<file path="src/rtl/wb_store_buffer.sv">
// wb_store_buffer: writeback-to-dcache store FIFO with tail write-combining and load conflict detection
module wb_store_buffer #(
    parameter int DEPTH = 4,
    parameter int DATA_W = 64,
    parameter int ADDR_W = 32,
    parameter int COALESCE = 1,
    localparam int BM_W = DATA_W / 8,
    localparam int OFS = $clog2(BM_W),
    localparam int CNT_W = $clog2(DEPTH) + 1
) (
    input  logic              CLK,
    input  logic              CLR,
    input  logic              WB_V,
    input  logic              WB_Dcache_Write,
    input  logic [ADDR_W-1:0] WB_Dcache_Address,
    input  logic [DATA_W-1:0] WB_Dcache_Data,
    input  logic [BM_W-1:0]   WB_Dcache_Bmask,
    output logic              wb_stall,
    output logic              DC_Write,
    output logic [ADDR_W-1:0] DC_Address,
    output logic [DATA_W-1:0] DC_Data,
    output logic [BM_W-1:0]   DC_Bmask,
    input  logic              In_write_ready,
    input  logic [ADDR_W-1:0] LD_Probe_Address,
    output logic              LD_Conflict,
    output logic              SB_Empty,
    output logic [CNT_W-1:0]  SB_Count
);
    localparam int PW = $clog2(DEPTH);
    localparam logic [ADDR_W-1:0] LMASK = ~((ADDR_W'(1) << OFS) - ADDR_W'(1));

    logic [ADDR_W-1:0] line_q [DEPTH];
    logic [DATA_W-1:0] data_q [DEPTH];
    logic [BM_W-1:0]   bm_q   [DEPTH];
    logic [PW-1:0]     head, tail, prev;
    logic [CNT_W-1:0]  count;
    logic              enq_req, coal, full, enq, deq;
    logic [ADDR_W-1:0] wline, pline;
    logic [DATA_W-1:0] mdata;
    logic [DEPTH-1:0]  hit;

    for (genvar g = 0; g < DEPTH; g++) begin : hit_g
        assign hit[g] = ({1'b0, PW'(g) - head} < count) && (line_q[g] == pline);
    end

    for (genvar g = 0; g < BM_W; g++) begin : byte_g
        assign mdata[8*g +: 8] = WB_Dcache_Bmask[g] ? WB_Dcache_Data[8*g +: 8] : data_q[prev][8*g +: 8];
    end

    // Request decode, coalesce/stall decisions, head presentation and conflict probe
    always_comb begin
        wline = WB_Dcache_Address & LMASK;
        pline = LD_Probe_Address & LMASK;
        prev = tail - PW'(1);
        enq_req = WB_V & WB_Dcache_Write;
        full = count == CNT_W'(DEPTH);
        coal = (COALESCE != 0) && enq_req && (count >= CNT_W'(2)) && (line_q[prev] == wline);
        enq = enq_req & ~coal & ~full;
        wb_stall = enq_req & ~coal & full;
        DC_Write = count != '0;
        deq = DC_Write & In_write_ready;
        DC_Address = line_q[head];
        DC_Data = data_q[head];
        DC_Bmask = bm_q[head];
        LD_Conflict = (|hit) | (enq_req & ~wb_stall & (wline == pline));
        SB_Empty = count == '0;
        SB_Count = count;
    end

    // Pointer and occupancy bookkeeping; reset discards all buffered stores
    always_ff @(posedge CLK or posedge CLR) begin
        if (CLR) begin
            head <= '0;
            tail <= '0;
            count <= '0;
        end else begin
            if (enq) tail <= tail + PW'(1);
            if (deq) head <= head + PW'(1);
            count <= count + CNT_W'(enq) - CNT_W'(deq);
        end
    end

    // Entry storage: new stores land at tail, combining stores merge bytes into the newest entry
    always_ff @(posedge CLK) begin
        if (enq) begin
            line_q[tail] <= wline;
            data_q[tail] <= WB_Dcache_Data;
            bm_q[tail] <= WB_Dcache_Bmask;
        end
        if (coal) begin
            data_q[prev] <= mdata;
            bm_q[prev] <= bm_q[prev] | WB_Dcache_Bmask;
        end
    end
endmodule

</file>
<file path="config.mk">
export PLATFORM = sky130hd
export DESIGN_NAME = wb_store_buffer
export DESIGN_NICKNAME = d
export VERILOG_FILES = /design/src/rtl/wb_store_buffer.sv
export SDC_FILE = /design/constraint.sdc
export NUM_CORES = 1
export LEC_CHECK = 0
export CAP_MARGIN = 5
export CELL_PAD_IN_SITES_DETAIL_PLACEMENT = 0
export CELL_PAD_IN_SITES_GLOBAL_PLACEMENT = 2
export CORE_UTILIZATION = 41
export DETAILED_ROUTE_END_ITERATION = 7
export HOLD_SLACK_MARGIN = 0.05
export PLACE_DENSITY = 0.79
export RECOVER_POWER = 50
export SLEW_MARGIN = 15
export SYNTH_ARGS = -nofsm -noshare
export SYNTH_HDL_FRONTEND = slang
export SYNTH_SLANG_ARGS = --single-unit
</file>
<file path="constraint.sdc">
create_clock -name CLK -period 5.2 [get_ports CLK]
set_input_delay 1.04 -clock CLK [delete_from_list [all_inputs] [get_ports CLK]]
set_output_delay 1.04 -clock CLK [all_outputs]
set_load 0.01 [all_outputs]
</file>
==> results of run 1 <==
==> worst max-delay path, stage by stage, from the launching register on <==
cell and delay (ns):
dfrtp_2 0.41, inv_1 0.12, ha_4 0.42, buf_12 0.22, mux2i_1 0.24, xnor2_1 0.17, nor4_2 0.09, mux2i_2 0.32
nor4_4 0.10, a211oi_1 0.46, buf_4 0.21, clkdlybuf4s50_1 0.53
==> registers in the layout (all words and copies together) (netlist names) <==
name / count
line_q: 116
tail: 2
data_q: 256
bm_q: 32
SB_Count: 3
head: 2
==> logic make-up (layout without fill, tap and decap cells) <==
group | Yosys count | in the layout
AOI/OAI and AO/OA | 63 | 63
xor gates and xnor gates | 186 | 186
adders and majority gates | 12 | 12
buffers and inverters | 90 | 378
DFF | 411 | 411
muxes | 148 | 148
other | 1 | 5
and+or+nand+nor | 113 | 113
==> worst paths after layout <==
check / start / end / slack [ns] / cells after the start
setup / recovery: tail[1]$_DFFE_PP0P_ / wb_stall / 0.30 / 11
hold / removal: tail[1]$_DFFE_PP0P_ / tail[1]$_DFFE_PP0P_ / 0.60 / 1
setup reg to reg: tail[1]$_DFFE_PP0P_ / SB_Count[2]$_DFF_PP0_ / 0.44 / 17
hold reg to reg: tail[1]$_DFFE_PP0P_ / tail[1]$_DFFE_PP0P_ / 0.60 / 1
max in group asynchronous: CLR / head[0]$_DFFE_PP0P_ / 4.08 / 2
min in group asynchronous: CLR / head[1]$_DFFE_PP0P_ / 0.87 / 2
==> power by group through the flow <==
| stage | sequential, mW | combinational, mW | clock (mW) |
|---|---|---|---|
| floorplan | 4.23 | 2.90 | 0 |
| global placement | 4.31 | 4.92 | 0 |
| detailed placement | 4.33 | 4.92 | 0 |
| CTS | 4.27 | 5.02 | 3.10 |
| global route | 4.30 | 5.21 | 3.23 |
| finish | 4.26 | 4.89 | 3.02 |
==> layer usage <==
layer  vias up  global-route usage
met3        61              0.0420
li1       4650                   -
met4         2              0.0559
met5         -                   0
met1      5519               0.300
met2       418               0.337
==> what timing repair did <==
item,4_1_cts,5_1_grt
gates resized for setup,2,6
setup buffers,3,0
setup endpoints to repair,2,2
pin swaps,1,3
==> area by class of cell <==
| class | instances | area (um2) |
|---|---|---|
| Clock buffer | 55 | 1160 |
| Inverter | 15 | 56.3 |
| Sequential cell | 411 | 12300 |
| Antenna cell | 2 | 5.00 |
| Tap cell | 600 | 751 |
| Timing Repair Buffer | 283 | 2810 |
| Clock inverter | 25 | 220 |
| Fill cell | 3696 | 21800 |
| Multi-Input combinational cell | 525 | 6120 |
==> through the flow <==
step	cell area (um2)	worst slack [ns]	total power [mW]	std cells	hold slack, ns
3_5_place_dp	22000	0.152	9.25	1829	0.637
5_1_grt	23400	0.0981	12.7	1915	0.628
4_1_cts	23400	0.00136	12.4	1912	0.656
3_3_place_gp	22000	0.217	9.23	1829	0.609
6_report	23400	0.296	12.2	1916	0.604
2_1_floorplan	18800	0.399	7.13	1026	0.558
==> placed cells by master (no fill, tap or decap), types with 7 or more instances in the layout <==
cell,instances
a22oi_1,32
a31o_2,12
buf_12,7
buf_4,27
clkbuf_1,13
clkbuf_16,45
clkdlybuf4s50_1,107
clkinv_2,7
dlygate4sd3_1,134
edfxtp_1,404
ha_1,10
inv_1,15
mux2i_1,16
mux4_2,130
nand2_1,11
nand3_1,10
nand3_2,8
nand4_1,36
nor4_1,22
xnor2_1,124
xor2_1,62
==> summary.txt, run 1 <==
Outcome
  – Outcome: complete, but fails checks
  – Failing checks: capacitance limit, slew limit

STA
  – Worst-Margin Slew: ~1.8 ns
  – Fin crit share: 0.943
  – Setup violations, final: 0
  – Final Hold Vio Count: 0
  – Final Max Tran Viols: just over 80
  – Slew HR: -0.206
  – RSZ-0062 raised after global routing: false
  – Max Clk Rate: 204 MHz
  – Clock skew: about 0.022 ns
  – Setup TNS: 0 ns
  – Crit path time final: about 4.9 ns

Setup path
  – CP required: roughly 4.2 ns
  – Startpoint types: flip-flop
  – Worst endpoint data arrival time: 3.86 ns
  – Setup CP Type: reg -> out
  – Endpoint class of the critical path: output port
  – Worst Path Max Fanout: 23

Yosys
  – Mux cell area share after synthesis: 0.166
  – Register bit total from synthesis: around 410
  – Largest family of logic cells by synthesized area: multiplexers
  – Commonest cells post-synth: edfxtp_1 (404), mux4_2 (130), xnor2_1 (124)
  – Compound-Gate Fraction of Synth Area: 0.0240
  – Fraction of registers with async set/reset: 0.0170
  – Post-Syn Area per Cell: 18.3 um2
  – Post-synth top area share: 0.646
  – Synth Area in Simple Gates: 0.0383
  – Cell Area, Synth: 18800 um2
  – Synth Flop Type: edfxtp_1
  – Top cells by area, synth: edfxtp_1 (65%), mux4_2 (16%), xnor2_1 (5.8%)
  – Synth warn: 0
  – Post-synth EDFFs: ~400
  – Yosys cell types: 41
  – Biggest area consumer among synthesized cells: edfxtp_1
  – Seq/Total Area, Yosys: 0.656
  – Cell with the most instances after synthesis: edfxtp_1
  – Synth Area in Adders: 0.00840
  – Post-Syn Instances: about 1000
  – Post-Synth XOR/XNOR Area: 0.0868

Clocking
  – Worst skew pair latency: about 0.57 ns
  – # hold bufs at CTS: 0
  – Max Root-Sink Buffers: 3
  – CTS Sinks: between 400 and 500
  – Total CTS buffers: between 40 and 50
  – Root buf cell: clkbuf_16
  – CTS tree: done
  – H-tree depth: 2
  – Clock transition at the registers of the reported paths: around 0.050 ns

Finish
  – Final net count: 1434
  – Fraction of layout cells with a size suffix above 1: 0.204
  – Final Util: 0.518
  – Area growth from synthesis to layout: 24.9%

Die
  – # IOs: about 250
  – Initial Util: 0.414
  – Total core area: 45300 um2
  – Die height: 216 um
  – Die Width: about 220 um
  – Row Count: roughly 80
  – DIE AREA: approximately 47000 um2

Power
  – Combinational share of power: 0.402
  – LEAKAGE: 7.50 nW
  – Sw Share: 0.320
  – Internal: 8.29 mW
  – Peak VDD IR: roughly 0.34 mV
  – Pwr dens: between 500 and 600 nW/um2
  – Switching Power: ~3.9 mW
  – Sequential share of power: 0.350
  – Clock Power Share: 0.248

Global routing
  – Vias in the first global route: between 10000 and 15000
  – Largest net degree at the start of global routing: 82
  – Gr usage total: 0.212
  – Gr ovfl total: 0
  – Global-route wire length before repair: between 70000 and 80000 um
  – Initial antenna violation count: 3

Drt
  – Final ANT Viol Nets: 0
  – Met2 WL post-DR: roughly 24000 um
  – DR WL/cell: ~26 um
  – Metal-1 WL: around 21000 um
  – Pre-antenna DRT Iters: 5
  – Metal3 WL: between 3000 and 4000 um
  – DR vias/cell: ~5.6
  – DRC viols: 0
  – Vias after detailed routing: between 10000 and 15000
  – Routed wire length: between 40000 and 50000 um
  – Highest Signal Layer: met5
  – Starting DRT DRC Count: approximately 990

Placement
  – Routability cong.: between 0.8 and 0.9
  – Hpwl dp: around 34000 um
  – Buffers on Ports: 242

Run
  – Max-Cap Viols: 1

Worst hold path
  – Worst hold path type: reg -> reg
No activity file was read; power rests on OpenSTA's default activity.
==> run 2, diff against run 1 <==
--- a/config.mk
+++ b/config.mk
@@ -10,8 +10,9 @@
 export CELL_PAD_IN_SITES_GLOBAL_PLACEMENT = 2
 export CORE_UTILIZATION = 41
 export DETAILED_ROUTE_END_ITERATION = 7
+export GPL_TIMING_DRIVEN = 0
 export HOLD_SLACK_MARGIN = 0.05
-export PLACE_DENSITY = 0.79
+export PLACE_DENSITY = 0.84
 export RECOVER_POWER = 50
 export SLEW_MARGIN = 15
 export SYNTH_ARGS = -nofsm -noshare
==> run 2 against run 1 <==
  * Wire length increased by 2.0%
  * Clock-buffer cell count increased by 7
  * Via count increased by 2.4%
  * Clock skew increased by 0.021 ns
  * Worst hold slack improved by 0.044 ns
  * Die area unchanged
  * Combinational power increased by 5.7%
  * The run now ends clean
  * Register-to-register slack got worse by 0.23 ns
  * Clock power about the same
  * Sequential power decreased by 0.9%
  * Non-clock buffer count increased by 17
==> summary.txt, run 2 (same netlist as run 1, synthesis figures left out) <==
Finish
  – Final net count: 1450 (was 1434)
  – Area growth from synthesis to layout: 25.2% (was 24.9%)
  – Cell Count, Final, Fillers Out: 1934 (was 1916)
  – Most frequent cells in the layout: edfxtp_1 (404), mux4_2 (130), xnor2_1 (114), clkdlybuf4s50_1 (114), dlygate4sd3_1 (98) (was edfxtp_1 (404), dlygate4sd3_1 (134), mux4_2 (130))
  – Max reg flops: 256 (unchanged)
  – Largest Register: data_q (unchanged)
  – Final Util: 0.519 (was 0.518)
  – Most common cell after layout, fill and taps aside: edfxtp_1 (unchanged)
  – Fraction of layout cells with a size suffix above 1: 0.207 (was 0.204)
  – Biggest regs: data_q x256, line_q x116, bm_q x32 (unchanged)

Die
  – DIE AREA: 46600 um2 (unchanged)
  – Die height: 216 um (unchanged)
  – Initial Util: 0.414 (unchanged)
  – Row Count: 78 (unchanged)
  – Die Width: 216 um (unchanged)
  – # IOs: 252 (unchanged)
  – Total core area: 45300 um2 (unchanged)

Clocking
  – CTS Sinks: 411 (unchanged)
  – Worst skew pair latency: 0.60 ns (was 0.57 ns)
  – H-tree depth: 2 (unchanged)
  – Clock transition at the registers of the reported paths: 0.07 ns (was 0.05 ns)
  – CTS tree: done (unchanged)
  – Total CTS buffers: 44 (was 45)
  – Max Root-Sink Buffers: 3 (unchanged)
  – Root buf cell: clkbuf_16 (unchanged)

Global routing
  – Global-route wire length before repair: 72500 um (was 72100 um)
  – Largest net degree at the start of global routing: 19 (was 82)
  – Gr usage total: 0.216 (was 0.212)
  – Vias in the first global route: 10796 (was 10984)
  – Initial antenna violation count: 5 (was 3)
  – Gr ovfl total: 0 (unchanged)

Power
  – Power Total: 12.4 mW (was 12.2 mW)
  – Peak VDD IR: 0.293 mV (was 0.338 mV)
  – Pwr dens: 529 nW/um2 (was 520 nW/um2)
  – LEAKAGE: 7.46 nW (was 7.50 nW)

Drt
  – Pre-antenna DRT Iters: 7 (was 5)
  – DR vias/cell: 5.64 (was 5.56)
  – Starting DRT DRC Count: 1141 (was 988)
  – Final ANT Viol Nets: 0 (unchanged)
  – DRC viols: 0 (unchanged)
  – DR WL/cell: 25.8 um (was 25.5 um)
  – Vias after detailed routing: 10907 (was 10650)
  – Routed wire length: 49900 um (was 48900 um)

Setup path
  – CP top delay family: buffers and inverters (unchanged)
  – CP bufs+invs: 6 (was 4)
  – WP depth: 13 (was 11)
  – Worst Path Max Fanout: 10 (was 23)
  – Max incr delay on CP: 0.61 ns (was 0.53 ns)
  – CP Cell Sequence: buf_8, buf_8, clkinvlp_4, ha_4, buf_8, mux4_2, xnor2_4, nand2_1, nor3b_2, nor4b_4, buf_4, a211oi_4, clkdlybuf4s50_1 (was inv_1, ha_4, buf_12, mux2i_1, xnor2_1, nor4_2, mux2i_2, nor4_4, a211oi_1, buf_4, clkdlybuf4s50_1)
  – Slowest CP cell: clkdlybuf4s50_1 (unchanged)
  – Worst endpoint data arrival time: 4.04 ns (was 3.86 ns)
  – Endpoint class of the critical path: output port (unchanged)
  – CP required: 4.16 ns (about the same)
  – Worst-case reg-to-reg path depth: 13 (was 17)
  – CP most frequent cell: buf_8
  – Startpoint types: flip-flop (unchanged)
  – Setup CP Type: reg -> out (unchanged)

STA
  – Fin crit share: 0.976 (was 0.943)
  – Final Hold Vio Count: 0 (unchanged)
  – Final Max Tran Viols: 0 (was 82)
  – Crit path time final: 5.08 ns (was 4.90 ns)
  – Max Clk Rate: 197 MHz (was 204 MHz)
  – Setup violations, final: 0 (unchanged)
  – Fin worst setup slack: 0.123 ns (was 0.296 ns)
  – Clock skew: 0.0436 ns (was 0.0223 ns)
  – Setup TNS: 0 ns (unchanged)
  – RSZ-0062 raised after global routing: true (was false)
  – Worst-Margin Slew: 1.18 ns (was 1.81 ns)
  – Slew HR: 0.214 (was -0.206)

Worst hold path
  – Worst hold path cell count: 1 (unchanged)
  – Worst hold path type: reg -> reg (unchanged)

Placement
  – Placed Instances: 1843 (was 1829)
  – Routability cong.: 0.862 (was 0.844)
  – Dpl ws: -1.73 ns (was 0.152 ns)
  – Buffers on Ports: 213 (was 242)
  – Hpwl dp: 36200 um (was 34000 um)

Outcome
  – Outcome: completed (was complete, but fails checks)

Run
  – Max-Cap Viols: 0 (was 1)
run 2: cell types whose count changed in the layout (fill, tap and decap cells not counted), moves of 4 or more:
| cell | before | now |
|---|---|---|
| a22oi_1 | 32 | 23 |
| buf_8 | 0 | 4 |
| buf_1 | 0 | 12 |
| dlygate4sd3_1 | 134 | 98 |
| buf_12 | 7 | 3 |
| xnor2_2 | 0 | 9 |
| buf_4 | 27 | 12 |
| clkdlybuf4s50_1 | 107 | 114 |
| clkbuf_1 | 13 | 60 |
| xnor2_1 | 124 | 114 |
| nor2_4 | 0 | 4 |
| a22oi_2 | 0 | 9 |
run 2: metrics by stage:
stage | cell area, um2 | hold slack [ns]
2_1_floorplan | 18800 | 0.558
3_5_place_dp | 21800 | 0.606
5_1_grt | 23500 | 0.669
6_report | 23500 | 0.648
4_1_cts | 23400 | 0.622
3_3_place_gp | 21700 | 0.593
run 2: final cells by class:
cell class	count	area (um2)
fillers	3681	21800
inverters	15	60.1
well taps	600	751
plain buffers	73	377
clock buffers	62	1180
flip-flops and latches	411	12300
clock inverters	18	214
repair buffers	227	2300
multi-input cells	525	6300
diodes	3	7.51
run 2: timing repair:
action                     CTS  global route
hold buffers                 0             0
setup endpoints to repair  478           118
buffers inserted             6             0
pin swaps                    3             0
gates resized for setup     45             9
run 2: final timing paths:
check / start / end / slack [ns]
setup / recovery: tail[0]$_DFFE_PP0P_ / wb_stall / 0.12
hold / removal: tail[1]$_DFFE_PP0P_ / tail[1]$_DFFE_PP0P_ / 0.65
setup reg to reg: tail[0]$_DFFE_PP0P_ / data_q[2][21]$_DFFE_PP_ / 0.21
hold reg to reg: tail[1]$_DFFE_PP0P_ / tail[1]$_DFFE_PP0P_ / 0.65
max in group asynchronous: CLR / SB_Count[1]$_DFF_PP0_ / 4.10
min in group asynchronous: CLR / tail[1]$_DFFE_PP0P_ / 0.83
run 2: report_power, final:
part | switching [mW] | internal, mW | leakage [nW] | total, mW
Clock | 1.29 | 1.75 | 0.665 | 3.03
Combinational | 2.59 | 2.58 | 3.05 | 5.17
Sequential | 0.169 | 4.05 | 3.75 | 4.22
Total | 4.05 | 8.37 | 7.46 | 12.4
run 2: metal layers:
metal	vias up	track usage	share of wire
li1	4680	-	-
met1	5611	0.307	0.42
met2	525	0.327	0.47
met3	87	0.0521	0.087
met4	4	0.0721	0.029
met5	-	0	0.00036
run 2: worst register-to-register path, cell delays in order, from the launching register on:
cell        delay (ns)
dfrtp_2           0.39
buf_8             0.18
buf_8             0.20
clkinvlp_4        0.14
ha_4              0.34
buf_6             0.20
mux2i_1           0.23
xnor2_1           0.13
nor4_4            0.42
mux2i_2           0.17
buf_4             0.17
nor4_2            0.47
nand4_1           0.57
a22oi_1           1.00
==> run 3, diff against run 2 <==
--- a/config.mk
+++ b/config.mk
@@ -9,6 +9,7 @@
 export CELL_PAD_IN_SITES_DETAIL_PLACEMENT = 0
 export CELL_PAD_IN_SITES_GLOBAL_PLACEMENT = 2
 export CORE_UTILIZATION = 41
+export CTS_CLUSTER_DIAMETER = 50
 export DETAILED_ROUTE_END_ITERATION = 7
 export GPL_TIMING_DRIVEN = 0
 export HOLD_SLACK_MARGIN = 0.05
==> run 3 against run 2 <==
  * Wire length increased by 0.90%
  * Combinational power about the same
  * Cell count increased by 0.41%
  * Sequential power hardly changed
  * Register-to-register slack hardly changed
  * Total power up 2.2%
  * Critical path type unchanged
  * Largest cell class unchanged
  * Largest power group unchanged
==> summary.txt, run 3 (same netlist as run 1, synthesis figures left out) <==
STA
  – Crit path time final: 5.03 ns (was 5.08 ns)
  – Slew HR: 0.213 (was 0.214)
  – RSZ-0062 raised after global routing: true (unchanged)
  – Clock skew: 0.0256 ns (was 0.0436 ns)
  – Setup violations, final: 0 (unchanged)
  – Final Hold Vio Count: 0 (unchanged)
  – Fin crit share: 0.967 (was 0.976)
  – Final Max Tran Viols: 0 (unchanged)
  – Max Clk Rate: 199 MHz (was 197 MHz)
  – Worst-Margin Slew: 1.18 ns (about the same)
  – Setup TNS: 0 ns (unchanged)

Finish
  – Final net count: 1455 (was 1450)
  – Most common cell after layout, fill and taps aside: edfxtp_1 (unchanged)
  – Cell Count, Final, Fillers Out: 1942 (was 1934)
  – Area growth from synthesis to layout: 25.9% (was 25.2%)
  – Largest Register: data_q (unchanged)
  – Max reg flops: 256 (unchanged)
  – Biggest regs: data_q x256, line_q x116, bm_q x32 (unchanged)
  – Final Util: 0.522 (was 0.519)
  – Most frequent cells in the layout: edfxtp_1 (404), mux4_2 (130), xnor2_1 (114), clkdlybuf4s50_1 (114), dlygate4sd3_1 (98) (unchanged)
  – Filler cells: 3668 (was 3681)
  – Fraction of layout cells with a size suffix above 1: 0.214 (was 0.207)

Drt
  – Routed wire length: 50400 um (was 49900 um)
  – Pre-antenna DRT Iters: 5 (was 7)
  – Vias after detailed routing: 10935 (was 10907)
  – DR vias/cell: 5.63 (was 5.64)
  – Final ANT Viol Nets: 0 (unchanged)
  – DR WL/cell: 25.9 um (was 25.8 um)
  – DRC viols: 0 (unchanged)
  – Starting DRT DRC Count: 1122 (was 1141)

Global routing
  – Initial antenna violation count: 5 (unchanged)
  – Largest net degree at the start of global routing: 19 (unchanged)
  – Gr usage total: 0.218 (was 0.216)
  – Vias in the first global route: 10933 (was 10796)
  – Gr ovfl total: 0 (unchanged)
  – Global-route wire length before repair: 73500 um (was 72500 um)

Die
  – Total core area: 45300 um2 (unchanged)
  – Die height: 216 um (unchanged)
  – Row Count: 78 (unchanged)
  – DIE AREA: 46600 um2 (unchanged)
  – Die Width: 216 um (unchanged)
  – # IOs: 252 (unchanged)
  – Initial Util: 0.414 (unchanged)

Clocking
  – CTS Sinks: 411 (unchanged)
  – Total CTS buffers: 48 (was 44)
  – Max Root-Sink Buffers: 3 (unchanged)
  – Root buf cell: clkbuf_16 (unchanged)
  – CTS tree: done (unchanged)
  – Worst skew pair latency: 0.58 ns (was 0.60 ns)
  – H-tree depth: 2 (unchanged)
  – Clock transition at the registers of the reported paths: 0.06 ns (was 0.07 ns)

Power
  – Clock Power Share: 0.259 (was 0.244)
  – Pwr dens: 537 nW/um2 (was 529 nW/um2)
  – Switching Power: 4.13 mW (was 4.05 mW)
  – Sw Share: 0.325 (was 0.326)
  – Sequential share of power: 0.333 (was 0.340)
  – Internal: 8.56 mW (was 8.37 mW)
  – LEAKAGE: 7.55 nW (was 7.46 nW)
  – Peak VDD IR: 0.258 mV (was 0.293 mV)
  – Combinational share of power: 0.409 (was 0.416)

Setup path
  – Startpoint types: flip-flop (unchanged)
  – Endpoint class of the critical path: output port (unchanged)
  – CP required: 4.16 ns (about the same)
  – Setup CP Type: reg -> out (unchanged)
  – Worst-case reg-to-reg path depth: 13 (unchanged)
  – Worst Path Max Fanout: 10 (unchanged)
  – Worst endpoint data arrival time: 3.99 ns (was 4.04 ns)

Run
  – Max-Cap Viols: 0 (unchanged)

Worst hold path
  – Worst hold path cell count: 1 (unchanged)
  – Worst hold path type: reg -> reg (unchanged)

Placement
  – Buffers on Ports: 213 (unchanged)
  – Routability cong.: 0.862 (unchanged)
  – Placed Instances: 1843 (unchanged)
  – Hpwl dp: 36200 um (unchanged)

Outcome
  – Outcome: completed (unchanged)
[run 3: stage by stage]
stage                     power [mW]  hold WS (ns)  worst slack, ns  instance area (um2)
final                           12.7         0.616            0.172                23600
after CTS                       12.8         0.618           0.0259                23600
after detailed placement        9.28         0.606            -1.73                21800
after global placement          9.23         0.593            -2.24                21700
after floorplan                 7.13         0.558            0.399                18800
after global routing            13.2         0.654          -0.0589                23600
[run 3: power by group through the flow]
stage	Clock (mW)	Combinational [mW]	Sequential [mW]
floorplan	0	2.90	4.23
global placement	0	4.96	4.27
detailed placement	0	5.00	4.28
CTS	3.32	5.23	4.22
global route	3.45	5.49	4.25
finish	3.28	5.19	4.22
[run 3: final cells by class]
| cell class | count | area [um2] | share of cell area |
|---|---|---|---|
| Multi-Input combinational cell | 525 | 6280 | 0.266 |
| Inverter | 15 | 60.1 | 0.00254 |
| Timing Repair Buffer | 228 | 2310 | 0.0977 |
| Sequential cell | 411 | 12300 | 0.521 |
| Clock inverter | 28 | 282 | 0.0119 |
| Buffer | 73 | 382 | 0.0161 |
| Tap cell | 600 | 751 | 0.0318 |
| Clock buffer | 56 | 1250 | 0.0530 |
| Antenna cell | 6 | 15.0 | 0.000635 |
[run 3: metal layers]
layer	vias up	GRT usage	routed length (um)
met5	-	0	21
met4	4	0.0650	1240
met3	85	0.0503	4160
met2	510	0.337	23800
met1	5640	0.308	21200
li1	4696	-	-
[run 3: final timing paths]
| kind | slack, ns | start | to |
|---|---|---|---|
| max | 0.17 | tail[0]$_DFFE_PP0P_ | wb_stall |
| min | 0.62 | tail[1]$_DFFE_PP0P_ | tail[1]$_DFFE_PP0P_ |
| max reg2reg | 0.22 | tail[0]$_DFFE_PP0P_ | data_q[1][11]$_DFFE_PP_ |
| min reg2reg | 0.62 | tail[1]$_DFFE_PP0P_ | tail[1]$_DFFE_PP0P_ |
| max in group asynchronous | 4.10 | CLR | tail[0]$_DFFE_PP0P_ |
| min in group asynchronous | 0.85 | CLR | tail[0]$_DFFE_PP0P_ |
[run 3: repair_timing]
| action | CTS | global route |
|---|---|---|
| endpoints found under the setup margin | 479 | 57 |
| pin swaps | 3 | 0 |
| setup buffers | 6 | 0 |
| hold buffers | 0 | 0 |
| gates resized for setup | 45 | 5 |
[run 3: critical path, cell delays in order (launching register included)]
cell	delay, ns
dfrtp_2	0.38
buf_8	0.18
buf_12	0.18
clkinvlp_4	0.13
ha_4	0.34
buf_6	0.20
mux2i_1	0.23
xor2_1	0.09
o21ai_1	0.29
nor3b_2	0.09
nor4b_4	0.14
buf_4	0.15
a211oi_4	0.38
clkdlybuf4s50_1	0.61
